File: src/rtl/shift_sequencer_pkg.sv
// Shared definitions for the multi-step shift sequencer and the single-step
// shifter it drives: shifter control codes and the sequencer state encoding.
package shift_sequencer_pkg;

  // Single-step shifter control codes (shifter input c)
  localparam logic [1:0] SH_LEFT  = 2'b00;
  localparam logic [1:0] SH_PASS  = 2'b01;
  localparam logic [1:0] SH_RIGHT = 2'b10;
  localparam logic [1:0] SH_ZERO  = 2'b11;

  typedef enum logic [1:0] {
    ST_IDLE  = 2'b00,
    ST_SHIFT = 2'b01,
    ST_ZERO  = 2'b10,
    ST_DONE  = 2'b11
  } seq_state_t;

endpackage

File: src/rtl/shift_sequencer.sv
// Multi-step shift controller. Drives an external single-step shifter one
// position per clock and feeds its output back into a work register until the
// requested amount is used up. Shifts of N or more collapse to a single
// zeroing step.
module shift_sequencer
  import shift_sequencer_pkg::*;
#(
  parameter int N     = 4,
  parameter int AMT_W = 3
) (
  input  logic             clk,
  input  logic             rst_n,
  input  logic             start,
  input  logic             dir,
  input  logic [AMT_W-1:0] amount,
  input  logic [N-1:0]     dataIn,
  output logic             busy,
  output logic             done,
  output logic [N-1:0]     result,
  output logic [1:0]       shCtrl,
  output logic [N-1:0]     shIn,
  input  logic [N-1:0]     shOut
);

  // Width-extended N so amounts at or beyond the datapath width compare cleanly
  localparam logic [AMT_W:0]   N_EXT   = (AMT_W+1)'(N);
  localparam logic [AMT_W-1:0] CNT_ONE = AMT_W'(1);
  localparam logic [AMT_W-1:0] CNT_NIL = '0;

  seq_state_t       state;
  logic [N-1:0]     work;
  logic [AMT_W-1:0] cnt;
  logic             dirReg;

  // Moore status outputs decoded from the state register
  assign busy = (state != ST_IDLE);
  assign done = (state == ST_DONE);
  assign shIn = work;

  // Shifter control: transparent except while stepping or zeroing
  always_comb begin
    shCtrl = SH_PASS;
    case (state)
      ST_SHIFT: shCtrl = dirReg ? SH_RIGHT : SH_LEFT;
      ST_ZERO:  shCtrl = SH_ZERO;
      default:  shCtrl = SH_PASS;
    endcase
  end

  // Sequencer FSM with work register, step counter and result register
  always_ff @(posedge clk) begin
    if (!rst_n) begin
      state  <= ST_IDLE;
      work   <= '0;
      cnt    <= '0;
      dirReg <= 1'b0;
      result <= '0;
    end else begin
      case (state)
        ST_IDLE: begin
          if (start) begin
            work   <= dataIn;
            cnt    <= amount;
            dirReg <= dir;
            if (amount == CNT_NIL)
              state <= ST_DONE;
            else if ({1'b0, amount} >= N_EXT)
              state <= ST_ZERO;
            else
              state <= ST_SHIFT;
          end
        end
        ST_SHIFT: begin
          work <= shOut;
          if (cnt != CNT_NIL)
            cnt <= cnt - CNT_ONE;
          if (cnt == CNT_ONE)
            state <= ST_DONE;
        end
        ST_ZERO: begin
          work  <= shOut;
          state <= ST_DONE;
        end
        ST_DONE: begin
          result <= work;
          state  <= ST_IDLE;
        end
        default: state <= ST_IDLE;
      endcase
    end
  end

endmodule
File: config.mk
export PLATFORM = sky130hd
export DESIGN_NAME = shift_sequencer
export DESIGN_NICKNAME = d
export VERILOG_FILES = /design/src/rtl/shift_sequencer_pkg.sv /design/src/rtl/shift_sequencer.sv
export SDC_FILE = /design/constraint.sdc
export NUM_CORES = 1
export LEC_CHECK = 0
export CORE_MARGIN = 10
export CORE_UTILIZATION = 59
export DETAILED_ROUTE_END_ITERATION = 8
export DONT_BUFFER_PORTS = 1
export PLACE_DENSITY_LB_ADDON = 0.15
export SYNTH_ARGS = -nofsm -noshare
export SYNTH_HDL_FRONTEND = slang
export SYNTH_SLANG_ARGS = --single-unit
File: constraint.sdc
create_clock -name clk -period 2.15 [get_ports clk]
set_clock_uncertainty 0.2 [all_clocks]
set_input_delay 0.1075 -clock clk [delete_from_list [all_inputs] [get_ports clk]]
set_output_delay 0.1075 -clock clk [all_outputs]
set_load 0.01 [all_outputs]
[Word level (Yosys, flattened, before mapping)]
Cells that the tools add are included.
Storage, ports and cells
  input bits: 15
  output and inout bits: 12
  word-level logic and storage cells: 37
  register bits: 14
Cells by class
  order comparisons: 1
  eq/ne operators: 7
  muxes and demuxes: 12
  reductions and logical operators: 11
  $add $sub $neg: 1
Operators by type and width (number)
  $mux W2: 5
  $pmux W2 S4: 1
  $pmux W4 S2: 1
  $mux W3: 2
  $ne A2 B2 Y1 const B: 3
  $pmux W3 S2: 1
  $reduce_and A2 Y1: 3
  $reduce_bool A2 Y1: 3
  $eq A2 B2 Y1 const B: 2
  $mux W4: 1
  $pmux W2 S2: 1
  $eq A3 B1 Y1 const B: 1
  $ge A3 B3 Y1 const B: 1
  $logic_not A3 Y1: 1
  $reduce_and A3 Y1: 1
  $reduce_bool A3 Y1: 1
  $sub A3 B1 Y3 const B: 1
  $eq A2 B1 Y1 const B: 1
  $logic_not A2 Y1: 1
  $reduce_or A2 Y1: 1

[Depth between registers and ports, before layout]
Gate-level depths: netlist of the first run.
  word-level depth: 5
  mapped depth: 6
  mapped depth without buffers: 5

[Worst setup path after synthesis of the first run]
Ideal clock, no wire load.
  kind: register to register
  start: reg state[0]
  end: reg state[0]
  library setup time: 0.136 ns
  path buffers: 1
  required time: 1.814 ns
  arrival time: 1.402 ns
  setup slack: 0.412 ns
  stages on the path, launching flop included: 7
  period minus slack after synthesis: 1.738 ns
  path through: dfxtp_1 > inv_1 > ha_1 > buf_2 > nor2b_1 > a2111oi_0 > a211oi_1
On the way
  longest elaborated chain between the ends: 3
  elaborated cells on any way between the ends: 8
  those cells by class: eq/ne (5); mux (1); reduce/logical (2)
RTL lines
  start, declared: line shift_sequencer.sv:30  | seq_state_t state;
  start signal, assigned: line shift_sequencer.sv:53  | state <= ST_IDLE;
  start signal, assigned: line shift_sequencer.sv:66  | state <= ST_DONE;
  start signal, assigned: line shift_sequencer.sv:68  | state <= ST_ZERO;
  $eq A2 B1 Y1 / $logic_not A2 Y1 (equally long branches): line shift_sequencer.sv:59  | case (state)
  $ne A2 B2 Y1 (no source line)
  $reduce_and A2 Y1 (no source line)
Several ways; a longest one is shown, not always the timed one.
A chain may end at the register's enable or synchronous reset.

[Worst setup path after layout of the first run]
  start: reg state[0]
  end: reg dirReg
On the way
  longest elaborated chain between the ends: 2
RTL lines
  $logic_not A2 Y1: line shift_sequencer.sv:59
  $reduce_and A2 Y1 (no source line)
  end signal, assigned: line shift_sequencer.sv:64  | dirReg <= dir;
  end, declared: line shift_sequencer.sv:33  | logic dirReg;
No other way between the ends.

==> metrics.md, run 1 <==
| Metric | Value |
|---|---|
| Peak supply drop | 0.687 mV |
| Row Count | 13 |
| Syn Std Cell Area | 841 sq um |
| Die area | ~0.0033 sq mm |
| Synth Area in Compound Gates | a little over a fifth |
| Root buffer cell | clkbuf_4 |
| Area leader, netlist | dfxtp_1 |
| DR vias/cell | 5.83 |
| Syn Inst Count | 87 |
| Crit Reg-Reg Endpoint | dirReg$_SDFFE_PN0P_ |
| Crit path kind | register to register |
| Syn_nets | between 100 and 150 |
| Slew HR | between 60% and 70% |
| Ys flop type | dfxtp_1 |
| CTS Hold Bufs | 15 |
| Nets | 126 |
| Most common cell in the netlist | dfxtp_1 |
| Final setup vio count | 0 |
| # placed instances | 98 |
| First-pass GRT wire length | about 3200 um |
| Synth unique cells | 29 |
| Global-route usage over all layers | 12.1% |
| Hold Path Class | input port to register |
| Setup crit end kind | register |
| Die Y | between 50 and 60 um |
| Post-synth EDFFs | 0 |
| CTS tree | done |
| Synthesized flop and latch total | 14 |
| Largest net degree at the start of global routing | 15 |
| Critical Path Source | state[0]$_SDFFE_PN0P_ |
| Mux cell area share after synthesis | 14.3% |
| Leak pwr | around 0.00040 uW |
| Tot Pwr | approximately 1300 uW |
| H-tree levels | 1 |
| CP Max Fanout | 10 |
| Top-level I/O count | 27 |
| Post-Synth XOR/XNOR Area | 1.04% |
| Area share of fa/ha/maj cells after synthesis | roughly an eighth |
| Initial antenna violation count | 0 |
| Core ar. | between 0.001 and 0.0015 sq mm |
| Post-CTS setup buffer count | 0 |
| Ratio of cells with drive above 1 in the final layout | roughly an eighth |
| WL/cell | about 17 um |
| Share of the synthesized area in the top cell type | between 30% and 40% |
| RSZ-0062 raised after global routing | false |
| Pins Over Slew Limit | 0 |
| CP Launch Type | register |
| Remaining DRCs | 0 |
| Sequential area share after synthesis | 33.3% |
| Required @ worst endpoint | 2160 ps |
| Crit path DAT | between 1500 and 2000 ps |
| Initial Utilization | 63.8% |
| Initial DRT Pass Iterations | 4 |
| Routed via count | roughly 680 |
| Worst R2R Path Depth | 5 |
| Detailed Route WL | between 2000 and 2500 um |
| Pwr dens | about 1300 mW/mm^2 |
| Initial DRC count | 8 |
| CTS Sinks | 14 |
| Transition time at the pin with the least slew margin | about 530 ps |
| Die width | between 50 and 60 um |
| Clock buffer depth | 2 |
| Simple-gate share of the synthesized area | 12.5% |
| Synthesized area per cell | 9.66 sq um |
| Hpwl dp | about 1400 um |
| GRT overflow | 0 |
| Finished Layout Cells | ~120 |
| Num CTS Buffers | 3 |
| Final setup TNS | 0 ps |
| Area growth syn-to-layout | 19.8% |
| Clk_lat worst skew | roughly 280 ps |
| Antenna-violating nets left | 0 |
| Maximum clock rate | 0.516 GHz |
| Ys async rst share | 0% |
| Yosys Warn Count | 0 |
| Largest family of logic cells by synthesized area | compound AO/OA/AOI/OAI gates |
| Fin. Hold Viols | 0 |
| Final cycle utilization of the critical path | between 90% and 100% |
| Number of global-route vias before repair | about 670 |
| End point of the critical path | dirReg$_SDFFE_PN0P_ |
| Post_cts resized | 0 |
| Antenna diode count | 0 |
| Tmin final | a little under 2000 ps |
| R2r setup slk | 210 ps |
| Top cells by area, synth | dfxtp_1 33%, ha_1 12%, mux2i_1 11% |
| Reg-to-reg startpoint | state[0]$_SDFFE_PN0P_ |
| Max-cap viol count | 0 |
| Routability cong. | between 0.7 and 0.8 |
| Port Buf Inserts | 0 |
| Outcome | finished, final reports clean |
| Most frequent cells after synthesis | 14 x dfxtp_1, 9 x mux2i_1, 9 x nor2_1 |
| Clock Pin Slew Worst Setup and Hold Paths | approximately 80 ps |
## layer usage
| metal | vias up | wire length [um] | global-route usage (%) |
|---|---|---|---|
| met3 | 2 | 168 | 6.32 |
| met5 | - | 0 | 0 |
| met4 | 0 | 7 | 3.02 |
| met1 | 316 | 841 | 13.9 |
| li1 | 337 | - | - |
| met2 | 21 | 1000 | 19.3 |
## flip-flops by register name (all words and copies together) (netlist names)
| signal | count |
|---|---|
| result | 4 |
| shIn | 4 |
| cnt | 3 |
| state | 2 |
| dirReg | 1 |
## cells by family after synthesis
family | count (synthesis)
flip-flops | 14
adder cells (fa/ha/maj) | 8
buffers and inverters | 11
XOR/XNOR | 1
AO/OA/AOI/OAI | 21
multiplexers | 11
AND/OR/NAND/NOR | 21
## final cells by class
type | instances | area, sq um
multi-input cells | 62 | 509
fillers | 95 | 310
flip-flops and latches | 14 | 280
repair buffers | 15 | 150
inverters | 7 | 26.3
clock buffers | 3 | 22.5
well taps | 15 | 18.8
## critical path, cell delays in order (launching register included)
cell	delay [ps]
dfxtp_1	350
inv_1	110
ha_1	390
nand3_1	120
dlygate4sd3_1	580
a21oi_1	120
## how the worst min path moves through the flow
stage	startpoint	to	slack (ps)	cells past startpoint
6_report	amount[2]	state[0]$_SDFFE_PN0P_	20	3
5_1_grt	amount[0]	state[1]$_SDFFE_PN0P_	40	3
4_1_cts	amount[2]	state[0]$_SDFFE_PN0P_	10	3
3_5_place_dp	rst_n	cnt[2]$_SDFFE_PN0P_	70	2
3_3_place_gp	dir	dirReg$_SDFFE_PN0P_	60	2
2_1_floorplan	rst_n	cnt[2]$_SDFFE_PN0P_	50	2
## cell usage in the layout, fill, tap and decap left out, drive strengths merged
master        n
a311oi        1
mux2          2
nand2         2
nor2          9
dfxtp        14
a2111oi       1
nand2b        1
or2b          1
mux2i         9
inv           7
o21ai         1
a21oi         5
dlygate4sd3  15
a31o          1
ha            8
a211oi        6
a21o          2
nor2b         5
o21bai        1
nand3         2
a22o          1
xor2          1
o2111ai       2
clkbuf        3
nand3b        1
## stage by stage
step / hold WS, ps / util, % / worst slack, ps / area (sq um)
final: 19.4 / 76.4 / 213 / 1010
after global placement: 60.0 / 63.3 / 319 / 835
after CTS: 12.5 / 76.4 / 219 / 1010
after global routing: 35.3 / 76.4 / 3.91 / 1010
after detailed placement: 68.1 / 63.3 / 248 / 835
after floorplan: 51.5 / - / 412 / 841
## power breakdown
| part | switching, uW | internal (uW) | total [uW] |
|---|---|---|---|
| Sequential | 84.4 | 342 | 426 |
| Combinational | 411 | 342 | 753 |
| Clock | 77.7 | 64.9 | 143 |
| Total | 573 | 749 | 1320 |
Power figures use the tool's default switching activity.
==> inputs of run 2 (changes only) <==
==> constraint.sdc (replaced) <==
create_clock -name clk -period 2.1 [get_ports clk]
set_clock_uncertainty 0.2 [all_clocks]
set_input_delay 0.105 -clock clk [delete_from_list [all_inputs] [get_ports clk]]
set_output_delay 0.105 -clock clk [all_outputs]
set_load 0.01 [all_outputs]
==> run 2 against run 1 <==
Wire length up 9.7%; die area unchanged; sequential cell count unchanged; cell count up 1.7%; first-iteration DRC count up 110%; critical path type unchanged.
==> metrics.md, run 2 (synthesis results as in run 1) <==
| Metric | Value |
|---|---|
| Design area | between 0.001 and 0.0015 sq mm |
| Crit Reg-Reg Endpoint | shIn[2]$_SDFFE_PN0P_ |
| Max-cap viol count | 0 |
| Max stage delay on crit path | about 570 ps |
| Initial DRT Pass Iterations | 4 |
| Hpwl dp | 1480 um |
| Reg-to-reg startpoint | state[0]$_SDFFE_PN0P_ |
| Ratio of cells with drive above 1 in the final layout | between 10% and 20% |
| Post-DP Area | approximately 840 sq um |
| Net load switching power | ~640 uW |
| Nets | ~130 |
| Required @ worst endpoint | 2050 ps |
| Routed via count | slightly above 700 |
| GRT overflow | 0 |
| Worst hold start | amount[0] |
| CP Max Fanout | 5 |
| Final setup vio count | 0 |
| Antenna diode count | 0 |
| Die Y | about 58 um |
| Final core utilization | between 70 and 80% |
| Clock buffer depth | 2 |
| Number of fill cells | 85 |
| Top-level I/O count | 27 |
| WL/cell | around 19 um |
| Port Buf Inserts | 0 |
| Slew HR | around three fifths |
| Fin. Hold Viols | 0 |
| Maximum clock rate | just over 0.5 GHz |
| Transition time at the pin with the least slew margin | roughly 560 ps |
| Initial antenna violation count | 0 |
| Peak supply drop | between 1 and 1.5 mV |
| Most frequent cells in the layout | 15 x dlygate4sd3_1, 14 x dfxtp_1, 9 x mux2i_1, 9 x nor2_1 |
| Clk_lat worst skew | approximately 280 ps |
| Hold Path Class | input port to register |
| Final setup TNS | 0 ps |
| DR vias/cell | roughly 6 |
| Initial DRC count | 17 |
| Largest net degree at the start of global routing | 15 |
| Hold Crit Depth | 3 |
| Number of global-route vias before repair | 729 |
| Die area | around 0.0033 sq mm |
| H-tree levels | 1 |
| Detailed Route WL | around 2200 um |
| CTS Sinks | 14 |
| Comb power frac | between 50 and 60% |
| Die width | about 58 um |
| Global-route usage over all layers | a little over an eighth |
| Sequential cell fraction of total power | around 29% |
| Crit path DAT | ~1900 ps |
| Pins Over Slew Limit | 0 |
| Core ar. | 0.00132 sq mm |
| CP Launch Type | register |
| Root buffer cell | clkbuf_4 |
| Pwr dens | between 1000 and 1500 mW/mm^2 |
| Remaining DRCs | 0 |
| Setup crit end kind | register |
| Commonest non-fill, non-tap cell in the layout | dlygate4sd3_1 |
| Switching share of power | around 42% |
| Int Pwr | 878 uW |
| Hold_ws | roughly 26 ps |
| First-pass GRT wire length | approximately 3500 um |
| Antenna-violating nets left | 0 |
| # placed instances | a little under 100 |
| Crit path kind | register to register |
| Worst R2R Path Depth | 5 |
| Final cycle utilization of the critical path | a little over nine tenths |
| Outcome | finished, final reports clean |
| Area growth syn-to-layout | 23.8% |
| Routability cong. | 0.788 |
| Hold EP | state[1]$_SDFFE_PN0P_ |
| Finished Layout Cells | ~120 |
| Initial Utilization | about 64% |
| Clk pwr share | a little over an eighth |
| Clock Pin Slew Worst Setup and Hold Paths | 90 ps |
| Cell chain of the critical path | inv_1 > ha_4 > mux2i_1 > dlygate4sd3_1 > a211oi_2 |
| Critical path's slowest cell | dlygate4sd3_1 |
| R2r setup slk | 110 ps |
| CTS tree | done |
| Leak pwr | ~0.00042 uW |
| Num CTS Buffers | 3 |
| Tmin final | a little under 2000 ps |
| Row Count | 13 |
-- run 2: critical path: cells and delay by family, from the launching register on --
kind                       cells  cell delay (ps)
buffers and inverters          2              700
DFF                            1              400
adders and majority gates      1              320
muxes                          1              170
AOI/OAI and AO/OA              1               60
-- run 2: timing repair --
action	4_1_cts	5_1_grt
gates resized for setup	0	1
setup endpoints to repair	0	2
hold endpoints to repair	9	0
buffers inserted	0	0
hold buffers	15	0
-- run 2: routing by layer --
| layer | part of all wire (%) | routed length [um] | GRT usage, % |
|---|---|---|---|
| met5 | 0 | 0 | 0 |
| met4 | 1.4 | 32 | 5.03 |
| met3 | 10 | 228 | 5.01 |
| met2 | 51 | 1130 | 21.6 |
| met1 | 37 | 831 | 14.6 |
-- run 2: power by group through the flow --
| stage | Clock [uW] | Sequential (uW) | Combinational [uW] |
|---|---|---|---|
| global placement | 0 | 439 | 745 |
| finish | 198 | 439 | 882 |
| CTS | 202 | 438 | 816 |
| detailed placement | 0 | 444 | 770 |
| global route | 207 | 450 | 972 |
| floorplan | 0 | 424 | 660 |
-- run 2: cell type report --
cell class | instances | area (sq um) | share of cell area [%]
inverters | 7 | 26.3 | 2.52
repair buffers | 16 | 158 | 15.1
clock buffers | 4 | 36.3 | 3.49
flip-flops and latches | 14 | 280 | 26.9
well taps | 15 | 18.8 | 1.80
multi-input cells | 62 | 522 | 50.1
-- run 2: how the worst max path moves through the flow --
stage,from,endpoint,slack (ps),depth (start not counted)
after CTS,state[0]$_SDFFE_PN0P_,shIn[2]$_SDFFE_PN0P_,40,5
after detailed placement,state[0]$_SDFFE_PN0P_,state[0]$_SDFFE_PN0P_,160,5
after global placement,state[0]$_SDFFE_PN0P_,state[0]$_SDFFE_PN0P_,330,5
after global routing,state[0]$_SDFFE_PN0P_,shIn[2]$_SDFFE_PN0P_,-10,5
after floorplan,state[0]$_SDFFE_PN0P_,state[0]$_SDFFE_PN0P_,360,6
final,state[0]$_SDFFE_PN0P_,shIn[2]$_SDFFE_PN0P_,110,5
-- run 2: stage by stage --
stage | worst slack [ps] | power, uW
after CTS | 38.9 | 1460
after detailed placement | 156 | 1210
after global placement | 334 | 1180
final | 111 | 1520
after floorplan | 362 | 1080
after global routing | -11.7 | 1630
